## src/rtl/period_meter.sv

```systemverilog
// Measures period and high time of a slow toggling input in CLOCK cycles.
// Captures on each synchronized rising edge after the first; sticky TIMEOUT on counter saturation.
module period_meter #(
    parameter int unsigned WIDTH       = 24,
    parameter int unsigned SYNC_STAGES = 2
) (
    input  logic             CLOCK,
    input  logic             RESET,
    input  logic             SIG_IN,
    input  logic             ENABLE,
    output logic [WIDTH-1:0] PERIOD,
    output logic [WIDTH-1:0] HIGH_TIME,
    output logic             VALID,
    output logic             TIMEOUT
);

    typedef enum logic [1:0] {
        IDLE,
        ARM,
        MEASURE
    } state_t;

    localparam logic [WIDTH-1:0] CNT_MAX = '1;
    localparam logic [WIDTH-1:0] CNT_ONE = WIDTH'(1);

    state_t                 state;
    logic [SYNC_STAGES-1:0] sync_q;
    logic                   s;
    logic                   s_d;
    logic                   rise;
    logic [WIDTH-1:0]       cnt;
    logic [WIDTH-1:0]       hcnt;

    assign s    = sync_q[SYNC_STAGES-1];
    assign rise = s & ~s_d;

    always_ff @(posedge CLOCK or posedge RESET) begin
        if (RESET) begin
            sync_q <= '0;
            s_d    <= 1'b0;
        end else begin
            sync_q <= {sync_q[SYNC_STAGES-2:0], SIG_IN};
            s_d    <= s;
        end
    end

    // The first rise after arming only starts the count; captures happen on later rises.
    always_ff @(posedge CLOCK or posedge RESET) begin
        if (RESET) begin
            state     <= IDLE;
            cnt       <= '0;
            hcnt      <= '0;
            PERIOD    <= '0;
            HIGH_TIME <= '0;
            VALID     <= 1'b0;
            TIMEOUT   <= 1'b0;
        end else begin
            VALID <= 1'b0;
            if (!ENABLE) begin
                state   <= IDLE;
                cnt     <= '0;
                hcnt    <= '0;
                TIMEOUT <= 1'b0;
            end else begin
                case (state)
                    IDLE: begin
                        cnt   <= '0;
                        hcnt  <= '0;
                        state <= ARM;
                    end
                    ARM: begin
                        if (rise) begin
                            cnt   <= CNT_ONE;
                            hcnt  <= CNT_ONE;
                            state <= MEASURE;
                        end
                    end
                    MEASURE: begin
                        // A rise takes priority over saturation in the same cycle.
                        if (rise) begin
                            PERIOD    <= cnt;
                            HIGH_TIME <= hcnt;
                            VALID     <= 1'b1;
                            TIMEOUT   <= 1'b0;
                            cnt       <= CNT_ONE;
                            hcnt      <= CNT_ONE;
                        end else if (cnt == CNT_MAX) begin
                            TIMEOUT <= 1'b1;
                            cnt     <= '0;
                            hcnt    <= '0;
                            state   <= ARM;
                        end else begin
                            cnt  <= cnt + CNT_ONE;
                            hcnt <= hcnt + WIDTH'(s);
                        end
                    end
                    default: begin
                        state <= IDLE;
                    end
                endcase
            end
        end
    end

endmodule

```

## config.mk

```make
export PLATFORM = sky130hd
export DESIGN_NAME = period_meter
export DESIGN_NICKNAME = d
export VERILOG_FILES = /design/src/rtl/period_meter.sv
export SDC_FILE = /design/constraint.sdc
export NUM_CORES = 1
export LEC_CHECK = 0
export ABC_AREA = 1
export BUFFER_PORTS_ARGS = -buffer_cell sky130_fd_sc_hd__buf_2
export CAP_MARGIN = 10
export CORE_MARGIN = 2
export CORE_UTILIZATION = 55
export DETAILED_ROUTE_END_ITERATION = 6
export PLACE_DENSITY = 0.81
export SETUP_SLACK_MARGIN = 0.02
export SYNTH_ARGS = -nofsm -noshare
export SYNTH_HDL_FRONTEND = slang
export SYNTH_SLANG_ARGS = --single-unit
```

## constraint.sdc

```tcl
create_clock -name CLOCK -period 8.7 [get_ports CLOCK]
set_input_delay 0.87 -clock CLOCK [delete_from_list [all_inputs] [get_ports CLOCK]]
set_output_delay 0.87 -clock CLOCK [all_outputs]
set_load 0.05 [all_outputs]
```

==> impl_metrics.ini, run 1 <==
[run_status]
outcome = complete, no violations

[cells_and_area]
stdcell_area_um2 = 5450
post-route-util = 0.625
layout-area-overhead-vs-synth_pct = 10.5
final_net_count = 658
fraction_of_final_layout_cells_sized_beyond_drive_strength_1 = 0.149
inserted_diodes = 0

[die]
die_w_um = 98.7
core_region_area_um2 = 8720
die-area_um2 = 9750
rows = 34
dieHeight_um = 98.7
initial_utilization = 0.566
io_pins = 54

[placed_design]
dpl.hpwl_um = 7360
finalWeightedCongestion = 0.884
port_buffers = 53
postPlaceCellArea_um2 = 5210

[setup_path]
timing.critical_path.buf_inv = 3
reg2reg_end = hcnt[19]$_DFFE_PP0P_
cpLargestDelayFamily = buffers and inverters
critical_path_class = reg -> reg
timing.critical_path.cells = inv_1 -> ha_1 -> nor2_2 -> nand2_1 -> nand2_4 -> inv_2 -> nand2_2 -> inv_4 -> nor2_1
crit_arrival_ps = 2730
crit_path_top_delay_cell = dfrtp_1
crit_path_max_incr_delay_ps = 430
data_required_time_of_the_critical_path_ps = 8940
worst-path-max-fanout = 32
rr_startpoint = state[0]$_DFFE_PP0P_
critPathCaptureType = flop
worst-r2r-setup-slack_ps = 6210
worst_setup_path_start_kind = flop
register_to_register_path_depth = 9

[sta]
finalSetupViolations = 0
min_period_over_period = 0.286
final_max_slew_viol_count = 0
grt_setup_unrepaired = false
shortest_period_the_worst_path_allows_ps = 2490
report.final.hold_viol_count = 0
setup-tns-final_ps = 0
fmaxAchievable_mhz = 402
max_slew.worst_pin.slew_ps = 691
max_slew_headroom = 0.539
skew_ps = 15.7

[detailed_routing]
post_drt_via_cell_ratio = 5.23
via_count = 3973
drt-initial-drc-count = 229
wl_per_cell_um = 13.7
detailedRoute.firstPassIterationCount = 4
drtAntennaViolNets = 0
drcViolationCount = 0
detail_route.wirelength_um = 10400

[global_routing]
globalRouteTotalUtil = 0.230
number_of_global_route_vias_before_repair = 3896
global_route.overflow_total = 0
pin_count_of_the_biggest_net_entering_global_routing = 85
antenna_found_initial = 0
grt_pass1_wl_um = 18000

[worst_hold_path]
whs_path_depth = 0
worst_hold_path_type = reg -> reg
min_delay_worst_endpoint = sync_q[1]$_DFF_PP0_
worstHoldStart = sync_q[0]$_DFF_PP0_

[clock_tree]
cts_root_buffer = clkbuf_8
clkLatencyLatePin_ps = 380
cts_sinks = 103
cts_buffers = 9
clock_tree_from_tritoncts = done
worst_setup_hold_path_clk_slew_ps = 100
post_cts.resized_instances = 0
postCtsHoldBufs = 0
clock_tree.htree_level_count = 3
postCtsSetupBuffers = 0
longest_clk_path_bufs = 2

[synth]
netlist.area_leader.share = 0.522
mappedNetlistNets = 611
syn-mean-instance-area_um2 = 8.23
top_post_synthesis_cells_by_count = nand2_1, dfrtp_1, nor2_1, inv_1, o21ai_0
postSynthCellCount = 600
sequential_cell_area_fraction_in_the_yosys_report = 0.522
ys_dominant_reg_cell = dfrtp_1
post_synth_top_area_cell = dfrtp_1
syn-cell-area_um2 = 4940
yosys_register_bits = 103
library_cell_with_the_highest_instance_count_after_synthesis = nand2_1
async_flop_share = 1.00
synth_area_leaders = dfrtp_1, nand2_1, nor2_1
synth.lib_cells_used.distinct = 33
synth-edff-count = 0
yosys_warning_total = 0

[pwr]
power.sequential.fraction = 0.495
intPower_mw = 0.693
power.density_cell_area_nw_per_um2 = 185
power_switching_share = 0.313
power.combinational.fraction = 0.177
power.net_switching_mw = 0.315
static-leakage-power_nw = 2.61
share_clk_of_total_power = 0.329
ir_worst_vdd_uv = 99.7

[job]
max_cap_violations = 0
layout make-up:
cell class	count	area, um^2
fill	729	3270
sequential	103	2580
multi-input combinational	415	1990
timing repair buffer	55	293
inverter	63	241
clock buffer	10	138
tap	108	135
clock inverter	5	82.6
cell families (layout without fill, tap and decap cells):
family	Yosys count	in the layout	synth area share
fa+ha+maj	7	7	0.0177
compound gates	64	64	0.0672
simple gates	326	326	0.285
buf+inv	82	133	0.0755
flops	103	103	0.522
xor+xnor	18	18	0.0319
layer usage:
metal | global-route usage | up-vias | share of wire
li1 | - | 1979 | -
met1 | 0.320 | 1861 | 0.46
met2 | 0.366 | 115 | 0.47
met3 | 0.0461 | 18 | 0.050
met4 | 0.0790 | 0 | 0.020
met5 | 0 | - | 0
flip-flops by register name, summed over array words and instances, names as in the netlist:
signal	count
HIGH_TIME	24
PERIOD	24
cnt	24
hcnt	24
state	2
sync_q	2
TIMEOUT	1
VALID	1
s_d	1
how the worst max path moves through the flow:
| stage | depth (start not counted) | endpoint | start | slack, ps |
|---|---|---|---|---|
| 2_1_floorplan | 1 | HIGH_TIME[0]$_DFFE_PP0P_ | RESET | 5130 |
| 3_3_place_gp | 6 | state[0]$_DFFE_PP0P_ | ENABLE | 5870 |
| 3_5_place_dp | 6 | state[1]$_DFFE_PP0P_ | ENABLE | 5790 |
| 4_1_cts | 7 | state[1]$_DFFE_PP0P_ | state[0]$_DFFE_PP0P_ | 6010 |
| 5_1_grt | 9 | hcnt[17]$_DFFE_PP0P_ | state[0]$_DFFE_PP0P_ | 6020 |
| 6_report | 9 | hcnt[19]$_DFFE_PP0P_ | state[0]$_DFFE_PP0P_ | 6210 |
metrics by stage:
| step | cells | hold WS, ps | setup WS, ps | power [mW] |
|---|---|---|---|---|
| after CTS | 758 | 380 | 6010 | 1.01 |
| after floorplan | 600 | 331 | 5130 | 0.682 |
| final | 759 | 379 | 6210 | 1.01 |
| after global routing | 759 | 386 | 6020 | 1.06 |
| after global placement | 743 | 333 | 5870 | 0.676 |
| after detailed placement | 743 | 357 | 5790 | 0.683 |
power by group through the flow:
stage | Sequential, mW | Clock, mW | Combinational [mW]
2_1_floorplan | 0.514 | 0 | 0.168
3_3_place_gp | 0.507 | 0 | 0.169
3_5_place_dp | 0.508 | 0 | 0.175
4_1_cts | 0.498 | 0.336 | 0.176
5_1_grt | 0.501 | 0.356 | 0.200
6_report | 0.499 | 0.331 | 0.178
cells in the final DEF, fill, tap and decap left out, types with 3 or more instances in the layout:
| cell | instances |
|---|---|
| nand2_1 | 163 |
| inv_1 | 59 |
| xor2_1 | 18 |
| clkbuf_8 | 10 |
| nand4_1 | 13 |
| nand3_1 | 29 |
| a21oi_1 | 12 |
| buf_2 | 53 |
| nor2_2 | 6 |
| o21ai_1 | 3 |
| nand2_2 | 7 |
| ha_1 | 7 |
| o21ai_0 | 44 |
| nor3_2 | 7 |
| nor2_1 | 85 |
| dfrtp_1 | 103 |
| nor3_1 | 10 |
Power figures use the tool's default switching activity.
==> run 2, diff against run 1 <==
--- a/config.mk
+++ b/config.mk
@@ -5,7 +5,7 @@
 export SDC_FILE = /design/constraint.sdc
 export NUM_CORES = 1
 export LEC_CHECK = 0
-export ABC_AREA = 1
+export ABC_AREA = 0
 export BUFFER_PORTS_ARGS = -buffer_cell sky130_fd_sc_hd__buf_2
 export CAP_MARGIN = 10
 export CORE_MARGIN = 2
==> constraint.sdc (replaced) <==
create_clock -name CLOCK -period 2.4 [get_ports CLOCK]
set_input_delay 0.24 -clock CLOCK [delete_from_list [all_inputs] [get_ports CLOCK]]
set_output_delay 0.24 -clock CLOCK [all_outputs]
set_load 0.05 [all_outputs]
==> impl_metrics.ini, run 2 <==
[run_status]
outcome = complete, no violations

[clock_tree]
cts_root_buffer = clkbuf_8
cts_buffers = 9
clkLatencyLatePin_ps = 360
longest_clk_path_bufs = 2
clock_tree.htree_level_count = 3
clock_tree_from_tritoncts = done
cts_sinks = 103
worst_setup_hold_path_clk_slew_ps = 90

[detailed_routing]
drcViolationCount = 0
drt-initial-drc-count = 231
via_count = 3548
post_drt_via_cell_ratio = 5.85
detailedRoute.firstPassIterationCount = 4
wl_per_cell_um = 16.4
drtAntennaViolNets = 0
detail_route.wirelength_um = 9960

[global_routing]
globalRouteTotalUtil = 0.220
number_of_global_route_vias_before_repair = 3535
grt_pass1_wl_um = 17200
antenna_found_initial = 0
pin_count_of_the_biggest_net_entering_global_routing = 79
global_route.overflow_total = 0

[synth]
yosys_register_bits = 103
post_synth_top_area_cell = dfrtp_1
syn-cell-area_um2 = 4860
syn-mean-instance-area_um2 = 11.2
top_post_synthesis_cells_by_count = dfrtp_1, mux2_2, nand2_1, nand3_1, nor2_1
synth.lib_cells_used.distinct = 51
yosys_warning_total = 0
synth_area_leaders = dfrtp_1, mux2_2, nand3_1
sequential_cell_area_fraction_in_the_yosys_report = 0.530
mappedNetlistNets = 446
library_cell_with_the_highest_instance_count_after_synthesis = dfrtp_1
netlist.area_leader.share = 0.530
synth-edff-count = 0
ys_dominant_reg_cell = dfrtp_1
async_flop_share = 1.00
postSynthCellCount = 435

[sta]
fmaxAchievable_mhz = 442
skew_ps = 7.52
max_slew_headroom = 0.610
finalSetupViolations = 0
postLayoutSetupSlackWorst_ps = 138
grt_setup_unrepaired = false
report.final.hold_viol_count = 0
final_max_slew_viol_count = 0
shortest_period_the_worst_path_allows_ps = 2260
max_slew.worst_pin.slew_ps = 584
setup-tns-final_ps = 0
min_period_over_period = 0.942

[worst_hold_path]
worst_hold_path_type = in -> reg

[pwr]
post-layout-total-power_mw = 3.47
share_clk_of_total_power = 0.301
power.density_cell_area_nw_per_um2 = 627
ir_worst_vdd_uv = 327
power.combinational.fraction = 0.187
power.sequential.fraction = 0.512
power_switching_share = 0.287
intPower_mw = 2.48
power.net_switching_mw = 0.996
static-leakage-power_nw = 2.60

[job]
max_cap_violations = 0

[placed_design]
finalWeightedCongestion = 0.925
postPlaceCellArea_um2 = 5310
dpl.hpwl_um = 6950
placement.setup.worst_slack_ps = -6.82
port_buffers = 53

[die]
rows = 34
die-area_um2 = 9610
io_pins = 54
dieHeight_um = 98.0
die_w_um = 98.0
initial_utilization = 0.563
core_region_area_um2 = 8640

[setup_path]
crit_arrival_ps = 2560
worst-r2r-setup-slack_ps = 140
worst-path-max-fanout = 8
data_required_time_of_the_critical_path_ps = 2700
critPathCaptureType = flop
critical_path_class = reg -> reg
worst_setup_path_start_kind = flop

[cells_and_area]
commonest_non_fill_non_tap_cells_in_the_layout = dfrtp_1, buf_2, mux2_2, nand2_1, nand3_1
final_net_count = 506
fraction_of_final_layout_cells_sized_beyond_drive_strength_1 = 0.307
fillCellCount = 685
layout_commonest_cell = dfrtp_1
stdcell_area_um2 = 5540
inserted_diodes = 0
layout-area-overhead-vs-synth_pct = 13.9
run 2: cell types whose count changed in the layout (fill, tap and decap cells not counted), sizes merged, moves of 26 or more:
cell and delta:
nand2 -133, inv -55, o21ai -26, nor2 -63
mux2 +44
run 2: path summary, 6_finish.rpt:
path	startpoint	end	cells past startpoint
max in group asynchronous	RESET	cnt[8]$_DFFE_PP0P_	4
setup / recovery	state[1]$_DFFE_PP0P_	hcnt[23]$_DFFE_PP0P_	7
min in group asynchronous	RESET	HIGH_TIME[7]$_DFFE_PP0P_	3
hold reg to reg	sync_q[0]$_DFF_PP0_	sync_q[1]$_DFF_PP0_	0
hold / removal	ENABLE	TIMEOUT$_DFFE_PP0P_	3
setup reg to reg	state[1]$_DFFE_PP0P_	hcnt[23]$_DFFE_PP0P_	7
run 2: critical path, cell delays in order (launching register included):
cell and delay [ps]:
dfrtp_1 410, inv_1 120, ha_1 360, or4b_4 230
o211ai_4 100, or2_1 340, or4_4 510, a21oi_2 130
run 2: what timing repair did:
| action | in CTS | in global routing |
|---|---|---|
| gates resized for setup | 1 | 5 |
| endpoints found under the setup margin | 1 | 35 |
| setup buffers | 0 | 0 |
| hold buffers | 2 | 0 |
| endpoints found under the hold margin | 26 | 0 |
run 2: kinds of logic after synthesis:
group,after synthesis,share of synthesized area
compound gates,61,0.0849
xor+xnor,21,0.0378
fa+ha+maj,7,0.0180
buf+inv,33,0.0350
flops,103,0.530
mux,45,0.104
simple gates,165,0.190
run 2: final cells by class:
type | count | area (um^2) | share of cell area
Timing Repair Buffer | 73 | 458 | 0.0827
Inverter | 9 | 37.5 | 0.00678
Clock inverter | 4 | 47.5 | 0.00858
Sequential cell | 103 | 2580 | 0.465
Clock buffer | 10 | 138 | 0.0248
Tap cell | 108 | 135 | 0.0244
Multi-Input combinational cell | 299 | 2150 | 0.387
run 2: metrics by stage:
step	util	instances	hold slack, ps
after floorplan	-	435	271
after global placement	0.615	590	332
after detailed placement	0.615	590	331
after CTS	0.639	606	201
after global routing	0.641	606	250
final	0.641	606	232
run 2: per-layer routing:
metal,GRT usage,share of wire
met1,0.301,0.44
met2,0.358,0.50
met3,0.0344,0.047
met4,0.0823,0.011
met5,0,0
run 2: power groups by stage:
stage               registers [mW]  logic, mW  clock network [mW]
floorplan                     1.82      0.423                   0
finish                        1.78      0.650                1.05
detailed placement            1.81      0.627                   0
CTS                           1.78      0.639                1.07
global placement              1.81      0.604                   0
global route                  1.78      0.724                1.14
